===== src/rtl/capture_dump_if.sv =====
// Capture/dump controller bus: stimulus, RAM port and byte-transmit handshake.
// master = stimulus/RAM side, slave = capture_dump_ctrl.
interface capture_dump_if #(
  parameter int NUM_CH = 5,
  parameter int DEPTH  = 384
);
  localparam int LOG2 = $clog2(DEPTH);
  localparam int CHW  = $clog2(NUM_CH);

  logic                  arm;
  logic                  wrt_smpl;
  logic                  trig;
  logic [LOG2-1:0]       trig_pos;
  logic [3:0]            decimator;
  logic                  dump;
  logic [CHW-1:0]        dump_ch;
  logic [NUM_CH*8-1:0]   rdata;
  logic                  we;
  logic [LOG2-1:0]       waddr;
  logic [LOG2-1:0]       raddr;
  logic [7:0]            resp;
  logic                  send_resp;
  logic                  resp_sent;
  logic                  armed;
  logic                  capture_done;
  logic                  dump_done;

  modport master (
    output arm, wrt_smpl, trig, trig_pos, decimator,
    output dump, dump_ch, rdata, resp_sent,
    input  we, waddr, raddr, resp, send_resp,
    input  armed, capture_done, dump_done
  );

  modport slave (
    input  arm, wrt_smpl, trig, trig_pos, decimator,
    input  dump, dump_ch, rdata, resp_sent,
    output we, waddr, raddr, resp, send_resp,
    output armed, capture_done, dump_done
  );
endinterface


===== src/rtl/capture_dump_ctrl.sv =====
// Circular-buffer capture with pre/post trigger and byte-serial channel dump.
// Optional strobe decimation when CAP_DECIMATE_EN is defined.
module capture_dump_ctrl #(
  parameter int NUM_CH = 5,
  parameter int DEPTH  = 384
) (
  input logic           clk,
  input logic           rst,
  capture_dump_if.slave bus
);
  localparam int LOG2 = $clog2(DEPTH);
  localparam int CHW  = $clog2(NUM_CH);
  localparam int FW   = LOG2 + 1;

  typedef enum logic [2:0] {
    S_IDLE,
    S_ARMED,
    S_POST,
    S_DONE,
    S_DUMP_RD,
    S_DUMP_WT,
    S_DUMP_TX
  } state_t;

  state_t          r_state;
  logic [LOG2-1:0] r_waddr;
  logic [LOG2-1:0] r_raddr;
  logic [LOG2-1:0] r_post;
  logic [FW-1:0]   r_fill;
  logic [FW-1:0]   r_bcnt;
  logic [CHW-1:0]  r_ch;
  logic [7:0]      r_resp;
  logic            r_send;
  logic            r_armed;
  logic            r_cdone;
  logic            r_ddone;

  logic            w_cap;
  logic            w_dumping;
  logic            w_arm;
  logic            w_keep;
  logic            w_we;
  logic            w_trig_ok;
  logic            w_dump_ok;
  logic [FW-1:0]   w_fill_nxt;
  logic [FW-1:0]   w_thresh;
  logic [LOG2-1:0] w_waddr_inc;
  logic [LOG2-1:0] w_raddr_inc;
  logic [7:0]      w_byte;

  assign w_cap = (r_state == S_ARMED)
              || (r_state == S_POST);

  assign w_dumping = (r_state == S_DUMP_RD)
                  || (r_state == S_DUMP_WT)
                  || (r_state == S_DUMP_TX);

  assign w_arm = bus.arm && !w_dumping;

`ifdef CAP_DECIMATE_EN
  logic [15:0] r_dcnt;
  logic [15:0] w_dmax;

  assign w_dmax = 16'((17'd1 << bus.decimator) - 17'd1);
  assign w_keep = bus.wrt_smpl && (r_dcnt == w_dmax);

  always_ff @(posedge clk) begin
    if (rst) begin
      r_dcnt <= '0;
    end else if (w_arm) begin
      r_dcnt <= '0;
    end else if (w_cap && bus.wrt_smpl) begin
      r_dcnt <= w_keep ? '0 : r_dcnt + 16'd1;
    end
  end
`else
  logic w_unused_dec;

  assign w_unused_dec = ^bus.decimator;
  assign w_keep       = bus.wrt_smpl;
`endif

  assign w_we = w_cap && w_keep && !w_arm;

  // Fill count includes a sample written on the trigger cycle itself.
  assign w_fill_nxt = (w_keep && (r_fill != FW'(DEPTH)))
                    ? r_fill + FW'(1)
                    : r_fill;

  assign w_thresh  = FW'(DEPTH) - {1'b0, bus.trig_pos};
  assign w_trig_ok = bus.trig && (w_fill_nxt >= w_thresh);
  assign w_dump_ok = bus.dump && (int'(bus.dump_ch) < NUM_CH);

  assign w_waddr_inc = (r_waddr == LOG2'(DEPTH - 1))
                     ? '0
                     : r_waddr + LOG2'(1);

  assign w_raddr_inc = (r_raddr == LOG2'(DEPTH - 1))
                     ? '0
                     : r_raddr + LOG2'(1);

  always_comb begin
    w_byte = '0;
    for (int k = 0; k < NUM_CH; k++) begin
      if (int'(r_ch) == k) begin
        w_byte = bus.rdata[k*8 +: 8];
      end
    end
  end

  always_ff @(posedge clk) begin
    if (rst) begin
      r_state <= S_IDLE;
      r_waddr <= '0;
      r_raddr <= '0;
      r_post  <= '0;
      r_fill  <= '0;
      r_bcnt  <= '0;
      r_ch    <= '0;
      r_resp  <= '0;
      r_send  <= 1'b0;
      r_armed <= 1'b0;
      r_cdone <= 1'b0;
      r_ddone <= 1'b0;
    end else begin
      r_send  <= 1'b0;
      r_ddone <= 1'b0;
      if (w_we) begin
        r_waddr <= w_waddr_inc;
      end
      if (w_arm) begin
        r_state <= S_ARMED;
        r_waddr <= '0;
        r_fill  <= '0;
        r_post  <= '0;
        r_armed <= 1'b1;
        r_cdone <= 1'b0;
      end else begin
        unique case (r_state)
          S_IDLE: begin
          end
          S_ARMED: begin
            r_fill <= w_fill_nxt;
            if (w_trig_ok) begin
              if (bus.trig_pos == '0) begin
                r_state <= S_DONE;
                r_armed <= 1'b0;
                r_cdone <= 1'b1;
              end else begin
                r_state <= S_POST;
                r_post  <= bus.trig_pos;
              end
            end
          end
          S_POST: begin
            if (w_keep) begin
              r_post <= r_post - LOG2'(1);
              if (r_post == LOG2'(1)) begin
                r_state <= S_DONE;
                r_armed <= 1'b0;
                r_cdone <= 1'b1;
              end
            end
          end
          S_DONE: begin
            // waddr now points at the oldest sample
            if (w_dump_ok) begin
              r_state <= S_DUMP_RD;
              r_ch    <= bus.dump_ch;
              r_raddr <= r_waddr;
              r_bcnt  <= FW'(DEPTH);
            end
          end
          S_DUMP_RD: begin
            r_state <= S_DUMP_WT;
          end
          S_DUMP_WT: begin
            r_resp  <= w_byte;
            r_send  <= 1'b1;
            r_state <= S_DUMP_TX;
          end
          S_DUMP_TX: begin
            if (bus.resp_sent) begin
              r_bcnt  <= r_bcnt - FW'(1);
              r_raddr <= w_raddr_inc;
              if (r_bcnt == FW'(1)) begin
                r_state <= S_DONE;
                r_ddone <= 1'b1;
              end else begin
                r_state <= S_DUMP_RD;
              end
            end
          end
          default: begin
            r_state <= S_IDLE;
          end
        endcase
      end
    end
  end

  assign bus.we           = w_we;
  assign bus.waddr        = r_waddr;
  assign bus.raddr        = r_raddr;
  assign bus.resp         = r_resp;
  assign bus.send_resp    = r_send;
  assign bus.armed        = r_armed;
  assign bus.capture_done = r_cdone;
  assign bus.dump_done    = r_ddone;
endmodule


===== src/flat_wrapper.sv =====
// flat-port wrapper written by rule: the top's interface ports become plain ports
module capture_dump_ctrl_flat 
#(
  parameter int NUM_CH = 5,
  parameter int DEPTH  = 384
)
  (clk, rst, bus_arm, bus_wrt_smpl, bus_trig, bus_trig_pos, bus_decimator, bus_dump, bus_dump_ch, bus_rdata, bus_resp_sent, bus_we, bus_waddr, bus_raddr, bus_resp, bus_send_resp, bus_armed, bus_capture_done, bus_dump_done);
  capture_dump_if #(.NUM_CH(NUM_CH), .DEPTH(DEPTH)) bus_i ();
  input logic clk;
  input logic rst;
  input wire logic [$bits(bus_i.arm)-1:0] bus_arm;
  input wire logic [$bits(bus_i.wrt_smpl)-1:0] bus_wrt_smpl;
  input wire logic [$bits(bus_i.trig)-1:0] bus_trig;
  input wire logic [$bits(bus_i.trig_pos)-1:0] bus_trig_pos;
  input wire logic [$bits(bus_i.decimator)-1:0] bus_decimator;
  input wire logic [$bits(bus_i.dump)-1:0] bus_dump;
  input wire logic [$bits(bus_i.dump_ch)-1:0] bus_dump_ch;
  input wire logic [$bits(bus_i.rdata)-1:0] bus_rdata;
  input wire logic [$bits(bus_i.resp_sent)-1:0] bus_resp_sent;
  output wire logic [$bits(bus_i.we)-1:0] bus_we;
  output wire logic [$bits(bus_i.waddr)-1:0] bus_waddr;
  output wire logic [$bits(bus_i.raddr)-1:0] bus_raddr;
  output wire logic [$bits(bus_i.resp)-1:0] bus_resp;
  output wire logic [$bits(bus_i.send_resp)-1:0] bus_send_resp;
  output wire logic [$bits(bus_i.armed)-1:0] bus_armed;
  output wire logic [$bits(bus_i.capture_done)-1:0] bus_capture_done;
  output wire logic [$bits(bus_i.dump_done)-1:0] bus_dump_done;
  assign bus_i.arm = bus_arm;
  assign bus_i.wrt_smpl = bus_wrt_smpl;
  assign bus_i.trig = bus_trig;
  assign bus_i.trig_pos = bus_trig_pos;
  assign bus_i.decimator = bus_decimator;
  assign bus_i.dump = bus_dump;
  assign bus_i.dump_ch = bus_dump_ch;
  assign bus_i.rdata = bus_rdata;
  assign bus_i.resp_sent = bus_resp_sent;
  assign bus_we = bus_i.we;
  assign bus_waddr = bus_i.waddr;
  assign bus_raddr = bus_i.raddr;
  assign bus_resp = bus_i.resp;
  assign bus_send_resp = bus_i.send_resp;
  assign bus_armed = bus_i.armed;
  assign bus_capture_done = bus_i.capture_done;
  assign bus_dump_done = bus_i.dump_done;
  capture_dump_ctrl #(.NUM_CH(NUM_CH), .DEPTH(DEPTH)) u_core (.clk(clk), .rst(rst), .bus(bus_i));
endmodule

===== config.mk =====
export PLATFORM = sky130hd
export DESIGN_NAME = capture_dump_ctrl_flat
export DESIGN_NICKNAME = d
export VERILOG_FILES = /design/src/rtl/capture_dump_if.sv /design/src/rtl/capture_dump_ctrl.sv /design/src/flat_wrapper.sv
export SDC_FILE = /design/constraint.sdc
export NUM_CORES = 1
export LEC_CHECK = 0
export CAP_MARGIN = 20
export CORE_ASPECT_RATIO = 1.5
export CORE_MARGIN = 10
export CORE_UTILIZATION = 31
export CTS_CLUSTER_DIAMETER = 150
export DETAILED_ROUTE_END_ITERATION = 10
export PLACE_DENSITY = 0.51
export SLEW_MARGIN = 25
export SYNTH_ARGS = -nofsm -noshare
export SYNTH_HDL_FRONTEND = slang
export SYNTH_SLANG_ARGS = --single-unit

===== constraint.sdc =====
create_clock -name clk -period 4.2 [get_ports clk]
set_input_delay 0.42 -clock clk [delete_from_list [all_inputs] [get_ports clk]]
set_output_delay 0.42 -clock clk [all_outputs]
set_load 0.005 [all_outputs]

==> results.sh <==
export IMPL_status="complete, no violations"
export IMPL_synthDistinctLibCells=54
export IMPL_io_buffers=89
export IMPL_place_congestion=0.827
export IMPL_crit_buf_inv=2
export IMPL_cts_made_buffers=9
export IMPL_r2r_end="u_core.r_post[3]"
export IMPL_fp_dieArea_mm2=0.0180
export IMPL_syn_inst=516
export IMPL_worst_slew_pin_slew_ps=958
export IMPL_max_clock_freq_mhz=275
export IMPL_core_area_mm2=0.0126
export IMPL_yosysTopAreaCellShare=0.325
export IMPL_overflow=0
export IMPL_yosys_warnings=0
export IMPL_start_util=0.319
export IMPL_wl_per_cell_um=15.9
export IMPL_cts_tree="done"
export IMPL_antenna_found_initial=0
export IMPL_synthTopCellsByArea="dfxtp_1 32%, nor2_1 6.1%, ha_1 5.9%"
export IMPL_numClockSinks=65
export IMPL_dr_pass1_iters=5
export IMPL_finalNetCount=680
export IMPL_critPathTopFamily="simple AND/OR/NAND/NOR gates"
export IMPL_slowest_delay_ps=480
export IMPL_ir_worst_vdd_mv=0.193
export IMPL_hpwl_um=9470
export IMPL_h_tree_depth=3
export IMPL_synth_area_mm2=0.00401
export IMPL_synth_edff_count=0
export IMPL_grt_max_degree=25
export IMPL_finalSetupTns_ps=0
export IMPL_cp_slowest_cell="or4b_4"
export IMPL_dieWidth_um=113
export IMPL_placed_area_mm2=0.00505
export IMPL_cp_required_ps=4420
export IMPL_drt_total_wl_um=12000
export IMPL_hp_start="u_core.r_post[6]"
export IMPL_skew_ps=4.28
export IMPL_crit_fanout=10
export IMPL_hold_depth=1
export IMPL_clk_pin_slew_ps=50
export IMPL_drive_gt1_frac=0.0481
export IMPL_grt_pass1_vias=3922
export IMPL_hold_viol=0
export IMPL_clk_latency_ps=320
export IMPL_setup_viol=0
export IMPL_synth_seq_area_share=0.325
export IMPL_grt_pass1_wl_um=19700
export IMPL_hold_class="reg2reg"
export IMPL_finalInstanceArea_mm2=0.00534
export IMPL_ff2ff_path_depth=15
export IMPL_diodes=0
export IMPL_reg2reg_from="u_core.r_fill[0]"
export IMPL_num_rows=50
export IMPL_r2r_setup_slack_ps=590
export IMPL_io_pins=94
export IMPL_cp_cell_sequence="clkdlybuf4s50_1 -> inv_1 -> ha_1 -> or4b_4 -> or3_4 -> nand2_1 -> xnor2_1 -> ha_1 -> nand4_1 -> nor3_1 -> o31a_2 -> a32oi_4 -> nor3_1 -> a31o_1"
export IMPL_vias_per_cell=5.20
export IMPL_holdBufCountCts=0
export IMPL_synth_nets=598
export IMPL_cts_resized=0
export IMPL_arrival_ps=3850
export IMPL_drc=0
export IMPL_synth_top_cell_by_area="dfxtp_1"
export IMPL_grt_use_total=0.132
export IMPL_finalCriticalPeriod_ps=3630
export IMPL_yosys_register_bits=65
export IMPL_avgSynthCellArea_um2=7.77
export IMPL_cts_root_buf="clkbuf_16"
export IMPL_relSlewSlack=0.360
export IMPL_power_per_cell_area_mw_per_mm2=290
export IMPL_end_kind="flop"
export IMPL_max_cap_violations=0
export IMPL_async_flop_share=0
export IMPL_crit_type="in2reg"
export IMPL_fin_crit_sh=0.865
export IMPL_min_to="u_core.r_post[6]"
export IMPL_cts_max_path_buffers=2
export IMPL_hold_ws_ps=466
export IMPL_die_y_um=159
export IMPL_synthFlopType="dfxtp_1"
export IMPL_critical_path_startpoint_type="input port"
export IMPL_vias=3948
export IMPL_cts_setup_buffers=0
export IMPL_ant_nets=0
export IMPL_area_delta_synth_final_pct=33.2
export IMPL_rsz0062_at_grt="false"
export IMPL_fin_util=0.424
export IMPL_leakagePower_uw=0.00191
export IMPL_first_iter_violations=163
export IMPL_report_final_slew_viol_count=0
## sequential cells by signal, indices dropped and copies added, names as in the netlist
signal / count
u_core.bus.capture_done: 1
u_core.bus.dump_done: 1
u_core.r_state: 3
u_core.bus.armed: 1
u_core.r_fill: 10
u_core.bus.send_resp: 1
u_core.bus.raddr: 9
u_core.bus.waddr: 9
u_core.bus.resp: 8
u_core.r_post: 9
u_core.r_ch: 3
u_core.r_bcnt: 10
## stage by stage
stage	power, µW	std cells	setup slack, ps
6_report	1550	759	568
5_1_grt	1620	759	332
4_1_cts	1570	759	553
3_5_place_dp	829	743	246
3_3_place_gp	827	743	299
2_1_floorplan	733	516	863
## cell usage after synthesis (6+ instances only)
master and number:
xor2_1 13, nor3b_1 7, o21ai_0 30, nor2b_1 6, nand2_1 42, or3_1 11, ha_1 19, nand3_1 15
dfxtp_1 65, a221oi_1 10, clkbuf_1 19, xnor2_1 20, nor2_1 65, nor3_1 30, nand4_1 7, nand2b_1 7
o21a_1 11, a21oi_1 43, mux2i_1 9, inv_1 18, and3_1 7
## how the worst max path moves through the flow
| stage | endpoint | from | slack [ps] | cells past startpoint |
|---|---|---|---|---|
| finish | u_core.r_post[3] | bus_trig_pos[0] | 570 | 14 |
| detailed placement | u_core.r_post[3] | bus_trig_pos[0] | 250 | 14 |
| global placement | u_core.r_post[6] | bus_trig_pos[0] | 300 | 14 |
| floorplan | u_core.r_post[2] | u_core.r_fill[0] | 860 | 16 |
| CTS | u_core.r_post[3] | u_core.r_fill[0] | 550 | 15 |
| global route | u_core.r_post[2] | u_core.r_fill[0] | 330 | 15 |
## layout make-up
class | count | area, µm²
multi-input cells | 407 | 2530
clock inverters | 3 | 40.0
clock buffers | 13 | 250
well taps | 156 | 195
fillers | 1308 | 7240
inverters | 18 | 67.6
repair buffers | 97 | 951
flip-flops and latches | 65 | 1300
## layer usage
layer  up-vias  global-route usage  wire, µm
li1       2025                   -         -
met5         -                   0         0
met4         0              0.0422       174
met1      1846               0.147      5090
met3        11              0.0252       357
met2        66               0.240      6420
## worst register-to-register path, stage by stage, from the launching register on
cell	delay [ps]
dfxtp_1	340
inv_1	100
ha_1	150
nor4bb_1	270
nand3b_1	110
o41a_1	330
buf_4	170
xnor2_1	180
ha_1	250
nand2b_1	140
a211oi_1	240
nor3_1	80
o31a_2	400
a32oi_4	440
nor3_1	110
a31o_1	200
## power breakdown
| group | total (µW) | internal (µW) | switching [µW] |
|---|---|---|---|
| clock | 735 | 474 | 261 |
| sequential | 632 | 624 | 8.48 |
| combinational | 183 | 95.3 | 87.3 |
| total | 1550 | 1190 | 357 |
## kinds of logic after synthesis
kind of cell | count (synthesis) | share of synthesized area
simple gates | 217 | 0.267
compound gates | 129 | 0.211
flops | 65 | 0.325
buf+inv | 44 | 0.0437
xor+xnor | 33 | 0.0721
fa+ha+maj | 19 | 0.0593
mux | 9 | 0.0225
## placed cells by master (no fill, tap or decap), drive strengths merged, types with 3 or more instances in the layout
master	instances
xor2	13
nor4	4
nand2	42
buf	8
a21oi	43
nor2b	6
and2	4
and3	7
a211oi	3
nor2	65
clkdlybuf4s50	89
nand3	15
nor3	31
a221oi	10
ha	19
nand4	7
inv	18
o211ai	3
xnor2	20
o22ai	3
nand2b	7
or2	3
o21a	11
nor3b	7
a31o	5
a221o	3
dfxtp	65
or3	12
clkbuf	13
mux2i	9
o21ai	30
Power figures use the tool's default switching activity.
